--- src/rtl/lif_setup_sequencer.sv ---
// Host-side initiator for the neuron setup/execute protocol: serialises one command into
// setup bytes, runs the neuron, counts spikes. Optional membrane capture: LIF_SEQ_MEMBRANE_EN.
module lif_setup_sequencer #(
  parameter int PAYLOAD_BITS  = 32,
  parameter int RUN_BITS      = 8,
  parameter int SPIKE_LATENCY = 1
) (
  input  logic                    clk,
  input  logic                    reset,
  input  logic                    cmd_valid,
  output logic                    cmd_ready,
  input  logic [2:0]              cmd_target,
  input  logic [PAYLOAD_BITS-1:0] cmd_data,
  input  logic [2:0]              cmd_bytes,
  input  logic [RUN_BITS-1:0]     cmd_run,
  output logic [7:0]              data_out,
  output logic [2:0]              setup_control,
  output logic                    execute,
  input  logic                    spike_lif,
  input  logic                    spike_pwm,
  output logic                    done,
  output logic [RUN_BITS-1:0]     count_lif,
`ifdef LIF_SEQ_MEMBRANE_EN
  output logic [RUN_BITS-1:0]     count_pwm,
  input  logic [5:0]              membrane_in,
  output logic [5:0]              membrane_last
`else
  output logic [RUN_BITS-1:0]     count_pwm
`endif
);

  localparam int              MAX_BYTES  = PAYLOAD_BITS / 8;
  localparam int              IDX_W      = (MAX_BYTES > 1) ? $clog2(MAX_BYTES) : 1;
  localparam int              DRAIN_W    = $clog2(SPIKE_LATENCY + 1);
  localparam logic [2:0]      PARK_CODE  = 3'b100;
  localparam logic [2:0]      SHIFT_CODE = 3'b100;
  localparam logic [RUN_BITS-1:0] COUNT_MAX = '1;

  typedef enum logic [1:0] {IDLE, LOAD, RUN, DRAIN} state_t;

  state_t                  state, next_state;
  logic [2:0]              target_q;
  logic [PAYLOAD_BITS-1:0] data_q;
  logic                    run_nz;
  logic [RUN_BITS-1:0]     run_cnt;
  logic [IDX_W-1:0]        byte_idx;
  logic [DRAIN_W-1:0]      drain_cnt;
  logic                    done_q;
  logic [2:0]              shadow_shift;
  logic [SPIKE_LATENCY-1:0] exec_pipe;
  logic [SPIKE_LATENCY:0]  pipe_ext;
  logic                    sample;
  logic [2:0]              eff_bytes;
  logic [7:0]              cur_byte;
  logic                    accept, load_last, finish;

  assign eff_bytes = (cmd_bytes > 3'(MAX_BYTES)) ? 3'(MAX_BYTES) : cmd_bytes;
  assign cur_byte  = data_q[{byte_idx, 3'b000} +: 8];
  assign pipe_ext  = {exec_pipe, execute};
  assign sample    = pipe_ext[SPIKE_LATENCY];
  assign done      = done_q;

  always_ff @(posedge clk) begin
    if (reset) state <= IDLE;
    else       state <= next_state;
  end

  always_comb begin
    // NOTE: every output of this block gets a default first so no path can infer a latch.
    next_state    = state;
    cmd_ready     = 1'b0;
    execute       = 1'b0;
    // The receiver writes a register every non-execute cycle; rewriting shift with its own value is harmless.
    setup_control = PARK_CODE;
    data_out      = {5'b0, shadow_shift};
    accept        = 1'b0;
    load_last     = 1'b0;
    finish        = 1'b0;
    case (state)
      IDLE: begin
        cmd_ready = 1'b1;
        if (cmd_valid) begin
          accept = 1'b1;
          if (eff_bytes != 3'd0)     next_state = LOAD;
          else if (cmd_run != '0)    next_state = RUN;
          else                       finish     = 1'b1;
        end
      end
      LOAD: begin
        setup_control = target_q;
        data_out      = cur_byte;
        if (byte_idx == '0) begin
          load_last = 1'b1;
          if (run_nz) next_state = RUN;
          else begin
            next_state = IDLE;
            finish     = 1'b1;
          end
        end
      end
      RUN: begin
        execute = 1'b1;
        if (run_cnt == RUN_BITS'(1)) next_state = DRAIN;
      end
      DRAIN: begin
        if (drain_cnt == DRAIN_W'(1)) begin
          next_state = IDLE;
          finish     = 1'b1;
        end
      end
      default: next_state = IDLE;
    endcase
  end

  // NOTE: the command latch is always reloaded on accept before it is read, so it carries no reset.
  always_ff @(posedge clk) begin
    if (accept) begin
      target_q <= cmd_target;
      data_q   <= cmd_data;
      run_nz   <= (cmd_run != '0);
      run_cnt  <= cmd_run;
      byte_idx <= IDX_W'(eff_bytes - 3'd1);
    end else begin
      if (state == LOAD) byte_idx <= byte_idx - IDX_W'(1);
      if (state == RUN)  run_cnt  <= run_cnt - RUN_BITS'(1);
    end
    if (state == RUN)        drain_cnt <= DRAIN_W'(SPIKE_LATENCY);
    else if (state == DRAIN) drain_cnt <= drain_cnt - DRAIN_W'(1);
  end

  always_ff @(posedge clk) begin
    if (reset) begin
      done_q       <= 1'b0;
      shadow_shift <= 3'b000;
      exec_pipe    <= '0;
      count_lif    <= '0;
      count_pwm    <= '0;
    end else begin
      done_q    <= finish;
      exec_pipe <= pipe_ext[SPIKE_LATENCY-1:0];
      // The final byte lands in the receiver's low byte, so its low bits become the new shift value.
      if (load_last && target_q == SHIFT_CODE) shadow_shift <= cur_byte[2:0];
      if (accept && cmd_run != '0) begin
        count_lif <= '0;
        count_pwm <= '0;
      end else if (sample) begin
        if (spike_lif && count_lif != COUNT_MAX) count_lif <= count_lif + RUN_BITS'(1);
        if (spike_pwm && count_pwm != COUNT_MAX) count_pwm <= count_pwm + RUN_BITS'(1);
      end
    end
  end

`ifdef LIF_SEQ_MEMBRANE_EN
  // Runs are contiguous, so the last sampled cycle is the one whose pipe predecessor has already dropped.
  always_ff @(posedge clk) begin
    if (reset)                                     membrane_last <= 6'd0;
    else if (sample && !pipe_ext[SPIKE_LATENCY-1]) membrane_last <= membrane_in;
  end
`endif

endmodule

--- config.mk ---
export PLATFORM = sky130hd
export DESIGN_NAME = lif_setup_sequencer
export DESIGN_NICKNAME = d
export VERILOG_FILES = /design/src/rtl/lif_setup_sequencer.sv
export SDC_FILE = /design/constraint.sdc
export NUM_CORES = 1
export LEC_CHECK = 0
export ABC_AREA = 1
export CELL_PAD_IN_SITES_DETAIL_PLACEMENT = 1
export CELL_PAD_IN_SITES_GLOBAL_PLACEMENT = 1
export CORE_MARGIN = 4
export CORE_UTILIZATION = 39
export DETAILED_ROUTE_END_ITERATION = 16
export MAX_ROUTING_LAYER = met4
export PLACE_DENSITY_LB_ADDON = 0.1
export SYNTH_ARGS = -nofsm -noshare
export SYNTH_HDL_FRONTEND = slang
export SYNTH_SLANG_ARGS = --single-unit
export TNS_END_PERCENT = 10
--- constraint.sdc ---
create_clock -name clk -period 2.5 [get_ports clk]
set_input_delay 0.5 -clock clk [delete_from_list [all_inputs] [get_ports clk]]
set_output_delay 0.5 -clock clk [all_outputs]
set_load 0.005 [all_outputs]
# [Word level (Yosys, flattened, before mapping)]
# Cells that the tools add are included.
[word_totals] regBits=70 latch_bits=0 ram_bits=0 romBits=0 input_bits=51 elab_cells=74 memories=0
[classes] n_addsub=6 n_mul=0 n_div=0 order_cmp=1 n_eq_ne=12 n_shift=1 n_mux=28 bitwise_logic=0 n_reduce_logical=14
[op_table] cell="32-bit by 6-bit indexed part select with 8-bit output" count=1
[op_table] cell="8-bit 2-to-1 mux" count=3
[op_table] cell="2-bit 2-to-1 mux" count=9
[op_table] cell="8-bit by 1-bit adder with 8-bit output, second input constant" count=2
[op_table] cell="8-bit inequality test, second input constant" count=2
[op_table] cell="1-bit 2-to-1 mux" count=12
[op_table] cell="8-bit by 1-bit == test with 1-bit output, second input constant" count=1
[op_table] cell="2-bit inequality test, second input constant" count=4
[op_table] cell="2-bit one-hot mux with 4 select lines" count=1
[op_table] cell="8-bit nonzero test" count=1
[op_table] cell="8-bit by 1-bit subtractor with 8-bit output, second input constant" count=1
[op_table] cell="3-bit 2-to-1 mux" count=2
[op_table] cell="5-bit AND reduction" count=1
[op_table] cell="2-bit == test, second input constant" count=2
[op_table] cell="1-bit logical AND" count=4
[op_table] cell="2-bit logical NOT" count=2
[op_table] cell="2-bit AND reduction" count=2
[op_table] cell="2-bit nonzero test" count=2
[op_table] cell="2-bit by 1-bit subtractor with 2-bit output, second input constant" count=2
[op_table] cell="3-bit == test, second input constant" count=1
[op_table] cell="3-bit greater-than comparator, second input constant" count=1
[op_table] cell="3-bit inequality test, second input constant" count=1
[op_table] cell="1-bit one-hot mux with 3 select lines" count=1
[op_table] cell="3-bit nonzero test" count=1
[op_table] cell="3 further kinds" count=3

# [Depth between registers and ports, before layout]
[depth] depth_word=6 ltp_mapped=10

# [Worst setup path before layout]
# OpenSTA, ideal clock, no wires.
[synth_path] path_kind="input -> register" from="input port cmd_valid" to="register run_cnt[0] (data pin)" setup_ps=285 arrival_time_ps=1464 path_slack_ps=752 path_stages=4 path_buffers=1 cell_sequence="inv_1 nor2_8 buf_2 o21ai_0"
[synth_via] elab_chain_len=3
[synth_rtl] element="start: declaration" line="10" source="input logic cmd_valid,"
[synth_rtl] element="1-bit 2-to-1 mux" line="82" source="if (cmd_valid) begin"
[synth_rtl] element="1-bit 2-to-1 mux" line="79" source="case (state)"
[synth_rtl] element="net accept" line="55" source="logic accept, load_last, finish;"
[synth_rtl] element="8-bit 2-to-1 mux" line="117" source="if (accept) begin"
[synth_rtl] element="end signal: assignment" line="121" source="run_cnt <= cmd_run;"
[synth_rtl] element="end signal: assignment" line="125" source="if (state == RUN) run_cnt <= run_cnt - RUN_BITS'(1);"
[synth_rtl] element="end: declaration" line="45" source="logic [RUN_BITS-1:0] run_cnt;"
# The timed path passes the listed nets, and every way through them passes these cells.
# A chain may end at the register's enable or synchronous reset.

# [Final worst setup path]
[layout_path] from="register byte_idx[0]" to="output port data_out[1]"
[layout_via] elab_chain_len=2
[layout_rtl] element="start: declaration" line="46" source="logic [IDX_W-1:0] byte_idx;"
[layout_rtl] element="start signal: assignment" line="122" source="byte_idx <= IDX_W'(eff_bytes - 3'd1);"
[layout_rtl] element="start signal: assignment" line="124" source="if (state == LOAD) byte_idx <= byte_idx - IDX_W'(1);"
[layout_rtl] element="32-bit by 6-bit indexed part select with 8-bit output" line="58" source="assign cur_byte = data_q[{byte_idx, 3'b000} +: 8];"
[layout_rtl] element="8-bit 2-to-1 mux" line="79"
[layout_rtl] element="end: declaration" line="16" source="output logic [7:0] data_out,"
# No other way between the ends.

==> impl_metrics.tcl <==
set metrics [dict create \
    outcome "completed" \
    complex_gate_fraction_of_the_synthesized_area_pct 10.7 \
    place_hpwl_mm 6.47 \
    post_synth_fa_ha_maj_area_fraction_pct 1.52 \
    area_delta_synth_final_pct 36.9 \
    max_clock_freq_mhz 412 \
    crit_path_max_fanout 12 \
    maxSlewHeadroom_pct 71.9 \
    first_global_vias 2986 \
    track_usage_pct 19.1 \
    grt_start_max_net_pins 36 \
    core_area_sq_um 8220 \
    fin_ws_ps 74.3 \
    fin_nets 520 \
    first_pass_grt_wire_length_mm 14.4 \
    most_frequent_cells_in_the_layout "sky130_fd_sc_hd__clkdlybuf4s50_1 (73), sky130_fd_sc_hd__nand2_1 (72), sky130_fd_sc_hd__nor2_1 (65)" \
    cts_root_buf "sky130_fd_sc_hd__clkbuf_8" \
    criticalPathCategory "flop to primary output" \
    post_synth_mux_area_share_pct 0 \
    cp.arrival_ps 1930 \
    pwr_density_cell_nw_per_um2 946 \
    max_slew.worst_pin.slew_ps 420 \
    synth-warning-count 0 \
    synth.largest_area_cell "sky130_fd_sc_hd__edfxtp_1" \
    cts.sink_count 70 \
    cp-start-kind "flop" \
    io_pins 81 \
    clock_tree.htree_level_count 3 \
    numCtsBuffers 9 \
    timing.clock.skew_ps 6.29 \
    initialDrtViolationCount 63 \
    synth_cell_types 29 \
    grt_overflow 0 \
    synth_seq_area_share_pct 56.5 \
    fin_crit_sh_pct 97.0 \
    io_buffers 80 \
    synth_instances 373 \
    post-synth-top-area-fraction_pct 41.9 \
    layout_cell_share_with_drive_strength_beyond_1_pct 7.87 \
    antenna-diode-count 0 \
    largest_family_of_logic_cells_by_synthesized_area "simple AND/OR/NAND/NOR gates" \
    synth_edf_count 46 \
    start_util_pct 40.1 \
    synth-main-ff-cell "sky130_fd_sc_hd__edfxtp_1" \
    net_count_after_synthesis 428 \
    yosys.area_share.xor_xnor_pct 3.98 \
    avg_inst_size_synth_sq_um 8.84 \
    die_x_um 99.9 \
    max_cap_check_violation_count 0 \
    remaining_drc_errors 0 \
    rows 33 \
    clock_tree_from_tritoncts "yes" \
    crit_path_end_kind "primary output" \
    vias 2776 \
    holdWs_ps 474 \
    die_area_sq_um 9990 \
    clockBufferDepth 2 \
    synth-async-reset-ratio_pct 0 \
    grt_antenna_before_repair 0 \
    synthSimpleGateAreaFrac_pct 20.5 \
    report.final.slew_viol_count 0 \
    yosys_register_bits 70 \
    final_util_pct 54.9 \
    finalHoldViolations 0 \
    vdd_ir_drop_max_uv 494 \
    detail_route.first_pass.iterations 4 \
    data_required_time_of_the_critical_path_ps 2000 \
    finish.cell_count_without_fillers 575 \
    cellLeakagePower_uw 0.00193 \
    unrepaired_setup_endpoints_after_global_routing "yes" \
    post-place-ws_ps 246 \
    detail_route.wl_per_cell_um 15.3 \
    worst_setup_hold_path_clk_slew_ps 70 \
    report.final.setup_viol 0 \
    via_per_inst 4.83 \
    postRouteWirelength_mm 8.77 \
    final_common_cell "sky130_fd_sc_hd__clkdlybuf4s50_1" \
    layout_min_cycle_time_ps 2430 \
    cts_hold_buf 0 \
    syn_std_cell_area_sq_um 3300 \
    min-delay-path-class "flop to flop" \
    clk_latency_ps 350 \
    dp.cells 556 \
    fillers 963 \
    die-height_um 99.9 \
    ant_nets 0 \
    place_congestion 0.827 \
    synth.area.top_cells "sky130_fd_sc_hd__edfxtp_1 (42%), sky130_fd_sc_hd__dfxtp_1 (15%), sky130_fd_sc_hd__nand2_1 (8.2%)" \
]
synthesized netlist by cell type (4+ instances only):
master                     instances
sky130_fd_sc_hd__o21ai_0          37
sky130_fd_sc_hd__xor2_1            8
sky130_fd_sc_hd__nand2_1          72
sky130_fd_sc_hd__nor2_1           65
sky130_fd_sc_hd__inv_1            46
sky130_fd_sc_hd__ha_1              4
sky130_fd_sc_hd__nand3_1          15
sky130_fd_sc_hd__xnor2_1           7
sky130_fd_sc_hd__a21oi_1          20
sky130_fd_sc_hd__edfxtp_1         46
sky130_fd_sc_hd__dfxtp_1          24
metal layers:
metal	track usage, %	up-vias	share of wire (%)
met4	5.04	0	0.78
met2	31.8	57	50
li1	-	1393	-
met1	23.2	1320	44
met3	4.93	6	4.9
met5	-	-	0
final cells by class:
cell class | count | area (sq um) | share of cell area, %
clock inverters | 6 | 85.1 | 1.89
clock buffers | 10 | 138 | 3.05
repair buffers | 88 | 891 | 19.7
flip-flops and latches | 70 | 1860 | 41.3
inverters | 50 | 193 | 4.27
multi-input cells | 246 | 1210 | 26.9
well taps | 105 | 131 | 2.91
flip-flops by register name (all words and copies together), names as in the netlist, 2 cells and up:
name / cells
target_q: 3
byte_idx: 2
shadow_shift: 3
count_pwm: 8
run_cnt: 8
state: 2
data_q: 32
count_lif: 8
power breakdown:
| part | total [uW] | switching [uW] | internal, uW |
|---|---|---|---|
| combinational | 1520 | 892 | 629 |
| sequential | 1730 | 154 | 1570 |
| clock | 1020 | 436 | 585 |
| total | 4270 | 1480 | 2790 |
stage by stage:
stage | power (uW) | cell area (sq um) | setup TNS [ps]
after floorplan | 2620 | 3300 | 0
after global placement | 3170 | 4240 | 0
after detailed placement | 3240 | 4240 | 0
after CTS | 4330 | 4490 | 0
after global routing | 4560 | 4510 | -38.7
final | 4270 | 4510 | 0
worst paths after layout:
path,from,slack [ps],endpoint,cells after the start
max reg2reg,byte_idx[0],730,shadow_shift[2],7
min reg2reg,drain_cnt,470,drain_cnt,2
max,byte_idx[0],70,data_out[1],5
min,drain_cnt,470,drain_cnt,2
what timing repair did:
action | in CTS | in global routing
pin swaps | 0 | 1
endpoints found under the hold margin | 0 | 0
cloned | 0 | 0
buffers inserted | 3 | 0
setup endpoints to repair | 8 | 8
gates resized for setup | 4 | 8
worst max-delay path, stage by stage (launching register included):
cell,delay (ps)
sky130_fd_sc_hd__edfxtp_1,460
sky130_fd_sc_hd__buf_6,190
sky130_fd_sc_hd__nor2_1,60
sky130_fd_sc_hd__o22a_1,190
sky130_fd_sc_hd__o21ai_1,160
sky130_fd_sc_hd__clkdlybuf4s50_1,530
kinds of logic (layout without fill, tap and decap cells):
family | Yosys count | in the layout
AO/OA/AOI/OAI | 64 | 64
AND/OR/NAND/NOR | 163 | 163
flip-flops | 70 | 70
XOR/XNOR | 15 | 15
adder cells (fa/ha/maj) | 4 | 4
buffers and inverters | 57 | 154
(Power assumes the default switching activity.)
